[src/rtl/mul_seq_if.sv]
// mul_seq_if: start/fin handshake and operand/product bus for mul_seq; sgn exists only with MUL_SIGNED_EN
interface mul_seq_if #(
  parameter int WIDTH = 8
) ();
  logic               start;
  logic [WIDTH-1:0]   A;
  logic [WIDTH-1:0]   B;
  logic [2*WIDTH-1:0] O;
  logic               busy;
  logic               fin;
`ifdef MUL_SIGNED_EN
  logic               sgn;
  modport master (output start, A, B, sgn, input O, busy, fin);
  modport slave  (input start, A, B, sgn, output O, busy, fin);
`else
  modport master (output start, A, B, input O, busy, fin);
  modport slave  (input start, A, B, output O, busy, fin);
`endif
endinterface

[src/rtl/mul_seq.sv]
// mul_seq: MSB-first shift-add multiplier, one multiplier bit per clock; MUL_SIGNED_EN adds two's-complement mode
module mul_seq #(
  parameter int WIDTH = 8,
  parameter int CW    = $clog2(WIDTH + 1)
) (
  input logic      ck,
  input logic      rst_n,
  mul_seq_if.slave bus
);
  typedef enum logic [1:0] {IDLE, RUN, DONE} state_t;
  state_t             st;
  logic [CW-1:0]      cnt;
  logic [WIDTH-1:0]   aq;
  logic [WIDTH-1:0]   bq;
  logic [2*WIDTH-1:0] y;
  logic [2*WIDTH-1:0] y_nx;
  logic [2*WIDTH-1:0] a_ext;
  logic [2*WIDTH-1:0] o_q;
  logic               b_bit;
  logic               busy_q;
  logic               fin_q;
`ifdef MUL_SIGNED_EN
  logic               sq;
`endif
  assign bus.O    = o_q;
  assign bus.busy = busy_q;
  assign bus.fin  = fin_q;
  // next partial product: shift left and add the multiplicand when the current multiplier bit is set
  always_comb begin
    b_bit = |(bq & (WIDTH'(1) << cnt));
`ifdef MUL_SIGNED_EN
    a_ext = {{WIDTH{sq & aq[WIDTH-1]}}, aq};
    y_nx  = (sq && b_bit && cnt == CW'(WIDTH - 1)) ? (y << 1) - a_ext
                                                    : (y << 1) + (b_bit ? a_ext : '0);
`else
    a_ext = {{WIDTH{1'b0}}, aq};
    y_nx  = (y << 1) + (b_bit ? a_ext : '0);
`endif
  end
  // control FSM and datapath registers; start always wins and restarts the sequence
  always_ff @(posedge ck or negedge rst_n) begin
    if (!rst_n) begin
      st     <= IDLE;
      cnt    <= '0;
      aq     <= '0;
      bq     <= '0;
      y      <= '0;
      o_q    <= '0;
      busy_q <= 1'b0;
      fin_q  <= 1'b0;
`ifdef MUL_SIGNED_EN
      sq     <= 1'b0;
`endif
    end else if (bus.start) begin
      st     <= RUN;
      cnt    <= CW'(WIDTH - 1);
      aq     <= bus.A;
      bq     <= bus.B;
      y      <= '0;
      o_q    <= '0;
      busy_q <= 1'b1;
      fin_q  <= 1'b0;
`ifdef MUL_SIGNED_EN
      sq     <= bus.sgn;
`endif
    end else begin
      case (st)
        RUN: begin
          y <= y_nx;
          if (cnt == '0) begin
            st     <= DONE;
            o_q    <= y_nx;
            busy_q <= 1'b0;
            fin_q  <= 1'b1;
          end else begin
            cnt <= cnt - 1'b1;
          end
        end
        DONE: begin
          st    <= IDLE;
          fin_q <= 1'b0;
        end
        default: st <= IDLE;
      endcase
    end
  end
endmodule

[src/flat_wrapper.sv]
// flat-port wrapper written by rule: the top's interface ports become plain ports
module mul_seq_flat 
#(
  parameter int WIDTH = 8,
  parameter int CW    = $clog2(WIDTH + 1)
)
  (ck, rst_n, bus_start, bus_A, bus_B, bus_O, bus_busy, bus_fin);
  mul_seq_if #(.WIDTH(WIDTH)) bus_i ();
  input logic ck;
  input logic rst_n;
  input wire logic [$bits(bus_i.start)-1:0] bus_start;
  input wire logic [$bits(bus_i.A)-1:0] bus_A;
  input wire logic [$bits(bus_i.B)-1:0] bus_B;
  output wire logic [$bits(bus_i.O)-1:0] bus_O;
  output wire logic [$bits(bus_i.busy)-1:0] bus_busy;
  output wire logic [$bits(bus_i.fin)-1:0] bus_fin;
  assign bus_i.start = bus_start;
  assign bus_i.A = bus_A;
  assign bus_i.B = bus_B;
  assign bus_O = bus_i.O;
  assign bus_busy = bus_i.busy;
  assign bus_fin = bus_i.fin;
  mul_seq #(.WIDTH(WIDTH), .CW(CW)) u_core (.ck(ck), .rst_n(rst_n), .bus(bus_i));
endmodule
[config.mk]
export PLATFORM = sky130hd
export DESIGN_NAME = mul_seq_flat
export DESIGN_NICKNAME = d
export VERILOG_FILES = /design/src/rtl/mul_seq_if.sv /design/src/rtl/mul_seq.sv /design/src/flat_wrapper.sv
export SDC_FILE = /design/constraint.sdc
export NUM_CORES = 1
export LEC_CHECK = 0
export CORE_MARGIN = 1
export CORE_UTILIZATION = 30
export DETAILED_ROUTE_END_ITERATION = 7
export DONT_BUFFER_PORTS = 1
export PLACE_DENSITY_LB_ADDON = 0.05
export RECOVER_POWER = 50
export SETUP_SLACK_MARGIN = 0.02
export SLEW_MARGIN = 15
export SYNTH_ARGS = -nofsm -noshare
export SYNTH_HDL_FRONTEND = slang
export SYNTH_SLANG_ARGS = --single-unit
[constraint.sdc]
create_clock -name ck -period 5.39 [get_ports ck]
set_input_delay 0.2695 -clock ck [delete_from_list [all_inputs] [get_ports ck]]
set_output_delay 0.2695 -clock ck [all_outputs]
set_load 0.005 [all_outputs]
==> summary.md <==
| Metric | Value |
|---|---|
| Max_cap viols | `1` |
| Worst Hold Class | `primary input to flop` |
| Post-synthesis sequential area ratio | `48.6%` |
| Largest family of logic cells by synthesized area | `compound AO/OA/AOI/OAI gates` |
| Final std cells w/o fill | `383` |
| Tot GR Track Use | `around 16%` |
| Drt drc | `0` |
| Final worst-path cycle share | `around two thirds` |
| Antenna Violating Nets Remaining | `0` |
| Layout area overhead | `9.23%` |
| Postcts setup bufs | `0` |
| Die X | `~100 um` |
| Synth Area in Compound Gates | `17.5%` |
| Placed cells | `approximately 370` |
| Post-synthesis mux area share | `5.96%` |
| Crit path buffers/inverters | `1` |
| Synth area leader | `dfrtp_1` |
| CP required | `roughly 5.6 ns` |
| Core area | `0.00920 mm2` |
| Final period demand of the worst path | `between 3 and 4 ns` |
| CP endpoint kind | `flop` |
| Clock Tree Root | `clkbuf_8` |
| Clock power share | `31.7%` |
| Worst-path clk slew | `~0.10 ns` |
| Die area | `0.00983 mm2` |
| Max Root-Sink Buffers | `2` |
| Largest net degree at the start of global routing | `56` |
| DP Area | `between 0.002 and 0.003 mm2` |
| Cts bufs inserted | `5` |
| Synth Area in XOR/XNOR | `2.16%` |
| Netlist cell types | `48` |
| Top-area cell type share of the netlist area | `around half` |
| Worst r2r src | `u_core.cnt[0]$_DFFE_PN0P_` |
| Post-Synth Simple-Gate Area | `16.4%` |
| FFs w/ async S/R, synth | `100%` |
| Grt ovf | `0` |
| Commonest non-fill, non-tap cells in the layout | `55 x dfrtp_1, 31 x nand2_1, 15 x mux2_2, 15 x o21ai_0, 14 x nor2_1` |
| Initial core utilization | `30.8%` |
| EDFF count, synth | `0` |
| Yosys reg bits | `55` |
| Fill cells | `961` |
| CTS Sinks | `55` |
| Part of the power in combinational logic | `22.1%` |
| DRT Pass-1 Iters | `4` |
| RD Place Congestion | `about 0.73` |
| Worst Tran Pin Value | `around 3.1 ns` |
| Most common cell after layout, fill and taps aside | `dfrtp_1` |
| Max IR drop VDD | `around 0.12 mV` |
| Diode count | `0` |
| RSZ-0062 raised after global routing | `no` |
| Worst Reg2Reg Path Length in Cells | `11` |
| Post-route cell area | `slightly above 0.003 mm2` |
| Power Dens Cells | `between 300 and 400 mW/mm2` |
| Setup WS post-layout | `1.74 ns` |
| Initial antenna violation count | `0` |
| Share of cells above drive strength 1 | `11.8%` |
| Syn Nets | `roughly 300` |
| Number of DRC markers in iteration 0 | `between 90 and 100` |
| # rows | `35` |
| Vias post-DR | `between 2000 and 2500` |
| Run status | `finished, violations left` |
| Crit Path Max Fanout | `9` |
| Leak pwr | `1.29 nW` |
| IO buf count | `0` |
| Share of power burned in registers | `~46%` |
| Global-route wire length before repair | `roughly 12 mm` |
| Post-synthesis adder-cell area fraction | `under 10%` |
| Failing checks | `capacitance limit, slew limit` |
| Synth Warn # | `0` |
| Max-slew headroom | `-104%` |
| R2r endpoint | `u_core.bus.O[12]$_DFFE_PN0P_` |
| Post-Place Setup Slack | `around 1.7 ns` |
| Avg WL per Cell | `approximately 19 um` |
| H-tree lvl count | `2` |
| Wirelength, routed | `approximately 7.1 mm` |
| Ports | `37` |
| Nets@finish | `303` |
| CTS tree | `built` |
| Crit path kind | `flop to flop` |
| Cell count after synthesis | `271` |
| Vias per cell | `5.41` |
| Top cells by area, synth | `dfrtp_1 49%, mux2_2 6.0%, ha_1 5.3%, nand2_1 4.1%, a211oi_1 2.7%` |
| Levels on crit path | `11` |
| Setup TNS | `0 ns` |
| Main flop type after synthesis | `dfrtp_1` |
| FF-to-FF setup slack | `1.74 ns` |
| Worst Setup EP | `u_core.bus.O[12]$_DFFE_PN0P_` |
| Number of global-route vias before repair | `approximately 2200` |
| Setup-failing EPs final | `0` |
| CP startpoint | `u_core.cnt[0]$_DFFE_PN0P_` |
| Synth Area per Inst | `10.5 um2` |
| Data arrival time of the worst path | `~3.9 ns` |
| HPWL after DPL | `approximately 4.7 mm` |
| Clk_skew | `roughly 0.0082 ns` |
| Top cell by count, worst path | `ha_1` |
| Delay-heaviest family, CP | `compound AO/OA/AOI/OAI gates` |
| DIE HEIGHT | `roughly 99 um` |
| Crit start category | `flop` |
| Fin. max-slew vios | `56` |
| Hold Vio Cnt, Final | `0` |
| CP cell instances | `inv_1, ha_1, a22o_1, nor3_1, a311oi_1, and2_1, ha_1, a211oi_1, o211ai_1, and4_1, nor4_1` |
| Max Freq | `around 0.27 GHz` |
| Clock Latency Late Sink | `0.31 ns` |
| Switch Pwr | `roughly 0.00031 W` |
| Netlist Area Pre-Place | `0.00283 mm2` |
| Pint | `about 0.00073 W` |
| Slowest CP cell | `a311oi_1` |
| Sw frac | `30.2%` |
| Critical path's largest stage delay | `between 0.6 and 0.7 ns` |
==> flip-flops by register name, summed over array words and instances (netlist names) <==
name / cells
u_core.aq: 8
u_core.bq: 8
u_core.bus.O: 16
u_core.bus.busy: 1
u_core.bus.fin: 1
u_core.cnt: 4
u_core.st: 2
u_core.y: 15
==> worst min path at each step <==
stage	start	end	slack (ns)	cells past startpoint
2_1_floorplan	rst_n	u_core.aq[0]$_DFFE_PN0P_	-0.03	0
3_3_place_gp	rst_n	u_core.bus.O[12]$_DFFE_PN0P_	-0.02	0
3_5_place_dp	rst_n	u_core.bus.O[11]$_DFFE_PN0P_	-0.02	0
4_1_cts	bus_start	u_core.bus.O[3]$_DFFE_PN0P_	0.0009	1
5_1_grt	bus_start	u_core.y[1]$_DFFE_PN0P_	0.005	1
6_report	bus_start	u_core.y[1]$_DFFE_PN0P_	0.02	1
==> routing by layer <==
layer / GRT usage, % / routed length, um / vias to the layer above / share of wire [%]
met5: 0 / 0 / - / 0
met4: 4.75 / 108 / 0 / 1.5
met3: 3.30 / 240 / 7 / 3.4
met2: 25.5 / 3210 / 31 / 45
met1: 21.1 / 3540 / 1033 / 50
li1: - / - / 1002 / -
==> cells by family after synthesis <==
| family | count (synthesis) |
|---|---|
| AO/OA/AOI/OAI | 71 |
| XOR/XNOR | 7 |
| adder cells (fa/ha/maj) | 13 |
| buffers and inverters | 18 |
| flip-flops | 55 |
| multiplexers | 15 |
| AND/OR/NAND/NOR | 92 |
==> synthesized netlist by cell type (6+ instances only) <==
library cell / n
dfrtp_1: 55
a211oi_1: 10
nand2_1: 31
nand3_1: 9
ha_1: 12
and4_1: 6
a21oi_1: 12
nor3_1: 7
o22ai_1: 6
clkbuf_1: 9
o21ai_0: 15
and2_1: 8
mux2_2: 15
nor2_1: 14
==> metrics by stage <==
stage / hold slack, ns / power [W] / util [%]
5_1_grt: 0.00517 / 0.00110 / 33.6
3_5_place_dp: -0.0230 / 0.000707 / 31.5
4_1_cts: 0.000936 / 0.00106 / 33.8
3_3_place_gp: -0.0234 / 0.000707 / 31.5
2_1_floorplan: -0.0261 / 0.000653 / -
6_report: 0.0193 / 0.00104 / 33.6
==> worst register-to-register path, cell delays in order (launching register included) <==
cell	delay (ns)
dfrtp_1	0.43
inv_1	0.15
ha_1	0.21
a22o_1	0.14
nor3_1	0.04
a311oi_1	0.68
and2_1	0.28
ha_1	0.26
a211oi_1	0.50
o211ai_1	0.33
and4_1	0.29
nor4_1	0.23
==> power groups by stage <==
stage	clock (W)	sequential, W	combinational [W]
floorplan	0	0.000477	0.000177
global placement	0	0.000489	0.000218
detailed placement	0	0.000489	0.000218
CTS	0.000341	0.000481	0.000235
global route	0.000357	0.000487	0.000261
finish	0.000330	0.000480	0.000230
==> area by class of cell <==
class | instances | area [um2] | share of cell area [%]
clock inverter | 3 | 67.6 | 2.18
inverter | 4 | 15.0 | 0.485
sequential | 55 | 1380 | 44.5
multi-input combinational | 198 | 1360 | 44.1
tap | 111 | 139 | 4.49
timing repair buffer | 7 | 63.8 | 2.06
clock buffer | 5 | 68.8 | 2.22
==> timing repair <==
item / 4_1_cts / 5_1_grt
hold endpoints to repair: 58 / 5
hold buffers: 6 / 1
resized for setup: 0 / 0
Power figures use the tool's default switching activity.
